<file path="src/rtl/vedic_mult_pipe_pkg.sv">
// ----------------------------------------------------------------------------
// vedic_pkg
// Shared helpers for the pipelined Vedic multiplier:
//   MIN_WIDTH / MAX_WIDTH  legal operand width range
//   width_ok()             elaboration-time operand width legality check
//   csa3()                 single-bit 3:2 compressor, returns {sum, carry}
// Width-dependent types (HALF, s1_t) live in vedic_mult_pipe because a
// package cannot see the module's parameters.
// ----------------------------------------------------------------------------
package vedic_pkg;

    localparam int MIN_WIDTH = 4;
    localparam int MAX_WIDTH = 32;

    function automatic bit width_ok(input int w);
        return (w >= MIN_WIDTH) && (w <= MAX_WIDTH) && ((w & (w - 1)) == 0);
    endfunction

    function automatic logic [1:0] csa3(input logic a, input logic b, input logic c);
        return {a ^ b ^ c, (a & b) | (a & c) | (b & c)};
    endfunction

endpackage

</file>
<file path="src/rtl/vedic_mult_core.sv">
// ----------------------------------------------------------------------------
// vedic_mult_core
// Combinational N x N unsigned Urdhva-Tiryagbhyam multiplier. Recurses on
// operand halves down to a 2x2 leaf built from ANDs and half-adders.
// Ports:
//   a, b  in  N    operands
//   p     out 2*N  product
// ----------------------------------------------------------------------------
module vedic_mult_core #(
    parameter int N = 4
) (
    input  logic [N-1:0]   a,
    input  logic [N-1:0]   b,
    output logic [2*N-1:0] p
);

    if (N == 2) begin : g_leaf
        logic c1;
        // Cross terms a1b0 and a0b1 meet in a half-adder; its carry joins a1b1.
        assign p[0] = a[0] & b[0];
        assign p[1] = (a[1] & b[0]) ^ (a[0] & b[1]);
        assign c1   = (a[1] & b[0]) & (a[0] & b[1]);
        assign p[2] = (a[1] & b[1]) ^ c1;
        assign p[3] = (a[1] & b[1]) & c1;
    end else begin : g_split
        localparam int H = N / 2;
        logic [N-1:0] ll, hl, lh, hh;

        vedic_mult_core #(.N(H)) u_ll (.a(a[H-1:0]), .b(b[H-1:0]), .p(ll));
        vedic_mult_core #(.N(H)) u_hl (.a(a[N-1:H]), .b(b[H-1:0]), .p(hl));
        vedic_mult_core #(.N(H)) u_lh (.a(a[H-1:0]), .b(b[N-1:H]), .p(lh));
        vedic_mult_core #(.N(H)) u_hh (.a(a[N-1:H]), .b(b[N-1:H]), .p(hh));

        assign p = (2*N)'(ll) + ((2*N)'(hl) << H) + ((2*N)'(lh) << H)
                 + {hh, {N{1'b0}}};
    end

endmodule

</file>
<file path="src/rtl/vedic_mult_pipe.sv">
// ----------------------------------------------------------------------------
// vedic_mult_pipe
// Two-stage pipelined WIDTH x WIDTH -> 2*WIDTH Vedic multiplier with a
// valid/ready handshake on both sides, full throughput and back-pressure.
//   S1: four (WIDTH/2)^2 sub-products + tag (+ sign) registered.
//   S2: carry-save sum of the sub-products registered as out_p/out_tag.
// Optional feature macro: VEDIC_MULT_SIGNED_EN adds in_signed; when set the
// operands are two's complement (magnitudes multiplied, sign applied in S2).
// Ports:
//   clk, rst_n            clock, async active-low reset
//   flush                 synchronous drop of all in-flight operations
//   in_valid/in_ready     operand handshake; in_a, in_b, in_tag payload
//   in_signed             (macro only) signed operation select
//   out_valid/out_ready   result handshake; out_p, out_tag payload
//   busy                  any stage holds a valid operation
// ----------------------------------------------------------------------------
module vedic_mult_pipe
    import vedic_pkg::*;
#(
    parameter int WIDTH = 8,
    parameter int TAG_W = 4
) (
    input  logic               clk,
    input  logic               rst_n,
    input  logic               flush,
    input  logic               in_valid,
    output logic               in_ready,
    input  logic [WIDTH-1:0]   in_a,
    input  logic [WIDTH-1:0]   in_b,
    input  logic [TAG_W-1:0]   in_tag,
`ifdef VEDIC_MULT_SIGNED_EN
    input  logic               in_signed,
`endif
    output logic               out_valid,
    input  logic               out_ready,
    output logic [2*WIDTH-1:0] out_p,
    output logic [TAG_W-1:0]   out_tag,
    output logic               busy
);

    localparam int HALF = WIDTH / 2;
    localparam int PW   = 2 * WIDTH;

    if (!width_ok(WIDTH) || TAG_W < 1) begin : g_bad_param
        $error("vedic_mult_pipe: WIDTH must be a power of two in 4..32 and TAG_W >= 1");
    end

    typedef struct packed {
        logic [WIDTH-1:0] ll;
        logic [WIDTH-1:0] hl;
        logic [WIDTH-1:0] lh;
        logic [WIDTH-1:0] hh;
        logic [TAG_W-1:0] tag;
        logic             sign;
    } s1_t;

    logic s1_valid, s2_valid, s1_load, s2_load;
    s1_t  s1_d, s1_q;

    // ---------------- operand conditioning ----------------
    logic [WIDTH-1:0] op_a, op_b;
    logic             op_sign;

`ifdef VEDIC_MULT_SIGNED_EN
    // Magnitude of -2^(W-1) is 2^(W-1), which still fits W unsigned bits.
    assign op_a    = (in_signed && in_a[WIDTH-1]) ? -in_a : in_a;
    assign op_b    = (in_signed && in_b[WIDTH-1]) ? -in_b : in_b;
    assign op_sign = in_signed & (in_a[WIDTH-1] ^ in_b[WIDTH-1]);
`else
    assign op_a    = in_a;
    assign op_b    = in_b;
    assign op_sign = 1'b0;
`endif

    vedic_mult_core #(.N(HALF)) u_ll (.a(op_a[HALF-1:0]),     .b(op_b[HALF-1:0]),     .p(s1_d.ll));
    vedic_mult_core #(.N(HALF)) u_hl (.a(op_a[WIDTH-1:HALF]), .b(op_b[HALF-1:0]),     .p(s1_d.hl));
    vedic_mult_core #(.N(HALF)) u_lh (.a(op_a[HALF-1:0]),     .b(op_b[WIDTH-1:HALF]), .p(s1_d.lh));
    vedic_mult_core #(.N(HALF)) u_hh (.a(op_a[WIDTH-1:HALF]), .b(op_b[WIDTH-1:HALF]), .p(s1_d.hh));
    assign s1_d.tag  = in_tag;
    assign s1_d.sign = op_sign;

    // ---------------- handshake ----------------
    // flush masks both loads so nothing new enters while the pipe is cleared.
    assign s2_load   = ~flush & s1_valid & (~s2_valid | out_ready);
    assign in_ready  = ~flush & (~s1_valid | s2_load);
    assign s1_load   = in_valid & in_ready;
    assign out_valid = s2_valid;
    assign busy      = s1_valid | s2_valid;

    // ---------------- S2 carry-save reduction ----------------
    logic [PW-1:0] t_ll, t_hl, t_lh, t_hh;
    logic [PW-1:0] sum0, cy0, sum1, cy1, prod, prod_fin;

    // NOTE: every always_comb output gets a default first so no path can
    // leave it unassigned and infer a latch.
    always_comb begin
        t_ll = PW'(s1_q.ll);
        t_hl = PW'(s1_q.hl) << HALF;
        t_lh = PW'(s1_q.lh) << HALF;
        t_hh = {s1_q.hh, {WIDTH{1'b0}}};
        sum0 = '0;
        cy0  = '0;
        sum1 = '0;
        cy1  = '0;
        // Carries are written one bit up; the carry out of the top bit falls
        // outside mod 2^PW and is simply not formed.
        for (int i = 0; i < PW - 1; i++) begin
            {sum0[i], cy0[i+1]} = csa3(t_ll[i], t_hl[i], t_lh[i]);
        end
        sum0[PW-1] = t_ll[PW-1] ^ t_hl[PW-1] ^ t_lh[PW-1];
        for (int i = 0; i < PW - 1; i++) begin
            {sum1[i], cy1[i+1]} = csa3(sum0[i], cy0[i], t_hh[i]);
        end
        sum1[PW-1] = sum0[PW-1] ^ cy0[PW-1] ^ t_hh[PW-1];
        prod     = sum1 + cy1;
        prod_fin = s1_q.sign ? -prod : prod;
    end

    // ---------------- stage registers ----------------
    // NOTE: sequential state uses non-blocking assignments so every register
    // samples pre-edge values regardless of statement order.
    // NOTE: payload registers are reset too, so out_p/out_tag read 0 after
    // reset and no stale partial result can surface.
    always_ff @(posedge clk or negedge rst_n) begin
        if (!rst_n) begin
            s1_valid <= 1'b0;
            s2_valid <= 1'b0;
            s1_q     <= '0;
            out_p    <= '0;
            out_tag  <= '0;
        end else begin
            if (flush) begin
                s1_valid <= 1'b0;
                s2_valid <= 1'b0;
            end else begin
                s1_valid <= s1_load | (s1_valid & ~s2_load);
                s2_valid <= s2_load | (s2_valid & ~out_ready);
            end
            if (s1_load) s1_q <= s1_d;
            if (s2_load) begin
                out_p   <= prod_fin;
                out_tag <= s1_q.tag;
            end
        end
    end

endmodule

</file>
<file path="config.mk">
export PLATFORM = sky130hd
export DESIGN_NAME = vedic_mult_pipe
export DESIGN_NICKNAME = d
export VERILOG_FILES = /design/src/rtl/vedic_mult_pipe_pkg.sv /design/src/rtl/vedic_mult_core.sv /design/src/rtl/vedic_mult_pipe.sv
export SDC_FILE = /design/constraint.sdc
export NUM_CORES = 1
export LEC_CHECK = 0
export CORE_MARGIN = 2
export CORE_UTILIZATION = 45
export CTS_CLUSTER_SIZE = 24
export DETAILED_ROUTE_END_ITERATION = 10
export PLACE_DENSITY_LB_ADDON = 0.1
export REMOVE_ABC_BUFFERS = 1
export SLEW_MARGIN = 20
export SYNTH_ARGS = -nofsm -noshare
export SYNTH_HDL_FRONTEND = slang
export SYNTH_HIERARCHICAL = 1
export SYNTH_SLANG_ARGS = --single-unit
</file>
<file path="constraint.sdc">
create_clock -name clk -period 5.2 [get_ports clk]
set_input_delay 1.04 -clock clk [delete_from_list [all_inputs] [get_ports clk]]
set_output_delay 1.04 -clock clk [all_outputs]
set_load 0.02 [all_outputs]
</file>
# Word level (Yosys, flattened, before mapping)
# Index checks and enable logic that the tools add are counted.
[classes] addsub=13 mux=2 bitwise=216
[ops] op="bitwise AND 1 bit" count=134
[ops] op="bitwise XOR 1 bit" count=56
[ops] op="adder 8 x 6 -> 8 bit" count=4
[ops] op="adder 8 bit" count=4
[ops] op="adder 4 x 6 -> 7 bit" count=4
[ops] op="OR 1 bit" count=21
[ops] op="adder 16 x 14 -> 16 bit" count=1
[ops] op="inverter 1 bit" count=5
[ops] op="2-to-1 mux 1 bit" count=2
[word_totals] reg_bits=58 inputBits=25 output_inout_bits=23 elab_cells=240

# Longest topological paths before layout
[depth] depth_word=8 ltp_mapped=14 mapped_depth_nobuf=14

# By module
# Netlist, hierarchy kept.
[modules_own_cells] module="vedic_mult_pipe" instances=1 cells_each=247 area_per_inst_um2=2876.5
[modules_own_cells] module="vedic_mult_core (u_hh ...)" instances=4 cells_each=27 area_per_inst_um2=249.0
[modules_own_cells] module="vedic_mult_core (u_hh.g_split.u_hh ...)" instances=16 cells_each=6 area_per_inst_um2=50.0

# Worst setup path after synthesis
# No wires, ideal clock.
[synth_path] kind="input-to-reg" start="input in_b[4]" end="register s1_q[20] in the netlist's numbering" setup_ns=0.125 arrival_ns=3.296 t_required_ns=5.075 setup_slack_ns=1.779 path_stages=10 path_buffers=0 path_cell_list="and2_1 -> ha_1 -> ha_1 -> fa_1 -> inv_1 -> fa_1 -> nand2b_1 -> a21oi_2 -> xor2_1 -> mux2_2"
[synth_lines] element="from (decl)" line_no="vedic_mult_pipe.sv:29" source="input logic [WIDTH-1:0] in_b,"
[synth_lines] element="to (signal assigned)" line_no="vedic_mult_pipe.sv:128" source="s1_q <= '0;"
[synth_lines] element="to (signal assigned)" line_no="vedic_mult_pipe.sv:139" source="if (s1_load) s1_q <= s1_d;"
[synth_lines] element="to (decl)" line_no="vedic_mult_pipe.sv:58" source="s1_t s1_d, s1_q;"

==> metrics <==
Initial Utilization=0.459; Die Y=106 um; critical path arrival=4.10 ns; clk slew on worst S/H paths=0.07 ns; crit share post-route=0.745; placed cell count=627; root buffer cell=clkbuf_8; #FFs+latches synth=58; Avg Inst Size Synth=10.4 um^2; flop2flop setup slack=2.41 ns; # nets final=620; proportion of layout cells with a drive suffix above 1=0.119; clock group share of total power=0.179; fin cells=642; f_max=258 MHz; CP max stage delay=0.61 ns; CTS buffer count=9; RSZ-0062 raised after global routing=false; CTS tree=yes; overall power=2.05 mW; CTS resizes=0; row cnt=37; Placed Area=5270 um^2; Ys Warns=6; clock sink count=58; Routed WL=8650 um; peak supply drop=192 uV; Mapped Cells=451; post-CTS setup buffers=0; sw frac=0.378; post-layout min period=3.87 ns; hold-fix buffer count after cts=0; largest net degree at the start of global routing=59; Via density=4.80; hold_ws=0.466 ns; Slew HR=0.327; post-route cell area=5440 um^2; Int Pwr=1.27 mW; clock latency at the later pin of the worst-skew pair=0.35 ns; num ports=48; Crit-path slowest cell=clkdlybuf4s50_1; Seq/Total Area, Yosys=0.311; worst clock skew=0.00971 ns; status=finished, final reports clean; ys async rst share=1.00; worst-margin pin slew=1.01 ns; sw power=773 uW; # DRC=0; CP Cell Sequence=clkdlybuf4s50_1 > and2_1 > ha_1 > ha_1 > inv_1 > fa_1 > inv_1 > ha_1 > inv_1 > fa_1 > nand2b_1 > a21oi_2 > xor2_1 > mux2_2; critical path class=in2reg; setup_tns=0 ns; Worst EP required=5.43 ns; logic gate share of total power=0.504; fin. max-slew vios=0; drt first pass iters=4; Crit Path Max Fanout=8; port bufs=47; HP Class=reg2reg; dpl hpwl=6650 um; routability cong.=0.772; die width=106 um; H-Tree Depth=3; CP endpoint kind=flip-flop; area delta synth->final=16.3%; via count=3084; Leak=2.73 nW; pwr/cell area=377 nW/um^2; drt initial violations=141; mapped cell area=4670 um^2; synth unique cells=36; final setup violation count=0; Post-synth EDFFs=0; Flop pwr share=0.317; final hold vios=0; Bufs on Longest Clock Path=2; number of diodes=0; Wirelength per Cell=13.5 um; full die area=11200 um^2; Synth Flop Type=dfrtp_1; initial antenna violation count=0; GRT Total Usage=0.168; global route overflow=0; Max Cap Viol=0; vias in the first global route=3073; number of routed nets with antenna violations=0; first-pass GRT wire length=14700 um; Core Area=10200 um^2; startpoint types=input port
==> final timing paths <==
path,startpoint,end,depth (start not counted)
setup / recovery,in_a[4],s1_q[28],14
hold / removal,s1_q[32],out_p[3],2
setup reg to reg,s1_q[15],out_p[12],12
hold reg to reg,s1_q[32],out_p[3],2
max in group asynchronous,rst_n,s1_q[32],2
min in group asynchronous,rst_n,out_p[12],2
==> cells in the final DEF, fill, tap and decap left out, types with 2 or more instances in the layout <==
cell             count
fa_1                29
xor2_1               7
ha_1                64
xnor2_1             10
clkbuf_8            11
clkdlybuf4s50_1     46
a21o_1               6
o211ai_1             2
a21oi_1              5
nand2b_1             4
o21a_1               3
a211oi_1             2
and2_1              64
a31oi_1              3
inv_1               58
nor2_1              14
clkinv_2             3
nand2_1             45
o21ai_0             19
mux2_4               8
mux2_2              19
a21oi_2             10
dfrtp_1             58
==> per-layer routing <==
layer  wire length [um]  global-route usage  vias to the layer above  part of all wire
met1               4520               0.245                     1451              0.52
met3                269              0.0282                       13             0.031
met5                  0                   0                        -                 0
met2               3670               0.247                       58              0.42
met4                196              0.0742                        0             0.023
li1                   -                   -                     1562                 -
==> flip-flops by register name (all words and copies together), names as in the netlist <==
signal	flops
s1_valid	1
out_valid	1
out_tag	4
s1_q	36
out_p	16
==> cells in the mapped netlist, drive strengths merged, types with 4 or more instances <==
| cell | n | area (um^2) |
|---|---|---|
| xnor2 | 10 | 87.6 |
| dfrtp | 58 | 1450 |
| a21o | 6 | 45.0 |
| fa | 29 | 581 |
| o21ai | 21 | 109 |
| nand2b | 4 | 25.0 |
| ha | 64 | 801 |
| mux2 | 27 | 334 |
| nor2 | 14 | 52.6 |
| nand2 | 45 | 169 |
| and2 | 65 | 409 |
| a21oi | 15 | 113 |
| xor2 | 7 | 61.3 |
| inv | 58 | 218 |
| buf | 6 | 42.5 |
==> logic make-up (layout without fill, tap and decap cells) <==
kind of cell / count (synthesis) / count (layout) / synth area share
mux: 27 / 27 / 0.0715
xor+xnor: 17 / 17 / 0.0319
flops: 58 / 58 / 0.311
fa+ha+maj: 93 / 93 / 0.296
buf+inv: 66 / 121 / 0.0573
simple gates: 135 / 135 / 0.153
compound gates: 55 / 55 / 0.0803
==> critical path: cells and delay by family <==
kind            cells  cell delay (ns)
fa+ha+maj           5             1.39
buf+inv             4             0.78
simple gates        2             0.44
mux                 1             0.26
compound gates      1             0.13
xor+xnor            1             0.07
==> metrics by stage <==
step                setup WS, ns   util
finish                      1.33  0.534
global route                1.18  0.534
CTS                         1.31  0.534
detailed placement         0.943  0.517
global placement           0.977  0.517
floorplan                   1.78      -
==> layout make-up <==
class / count / area, um^2
clock inverter: 3 / 15.0
fill: 954 / 4750
sequential: 58 / 1450
multi-input combinational: 327 / 2950
clock buffer: 12 / 155
timing repair buffer: 48 / 473
inverter: 58 / 218
tap: 136 / 170
==> power by group through the flow <==
stage          sequential [mW]  combinational [mW]  clock [mW]
2_1_floorplan            0.718               0.660           0
3_3_place_gp             0.653                1.02           0
3_5_place_dp             0.659                1.03           0
4_1_cts                  0.651                1.04       0.381
5_1_grt                  0.665                1.16       0.401
6_report                 0.649                1.03       0.367
Note: power is estimated with default switching activity, not from simulation.
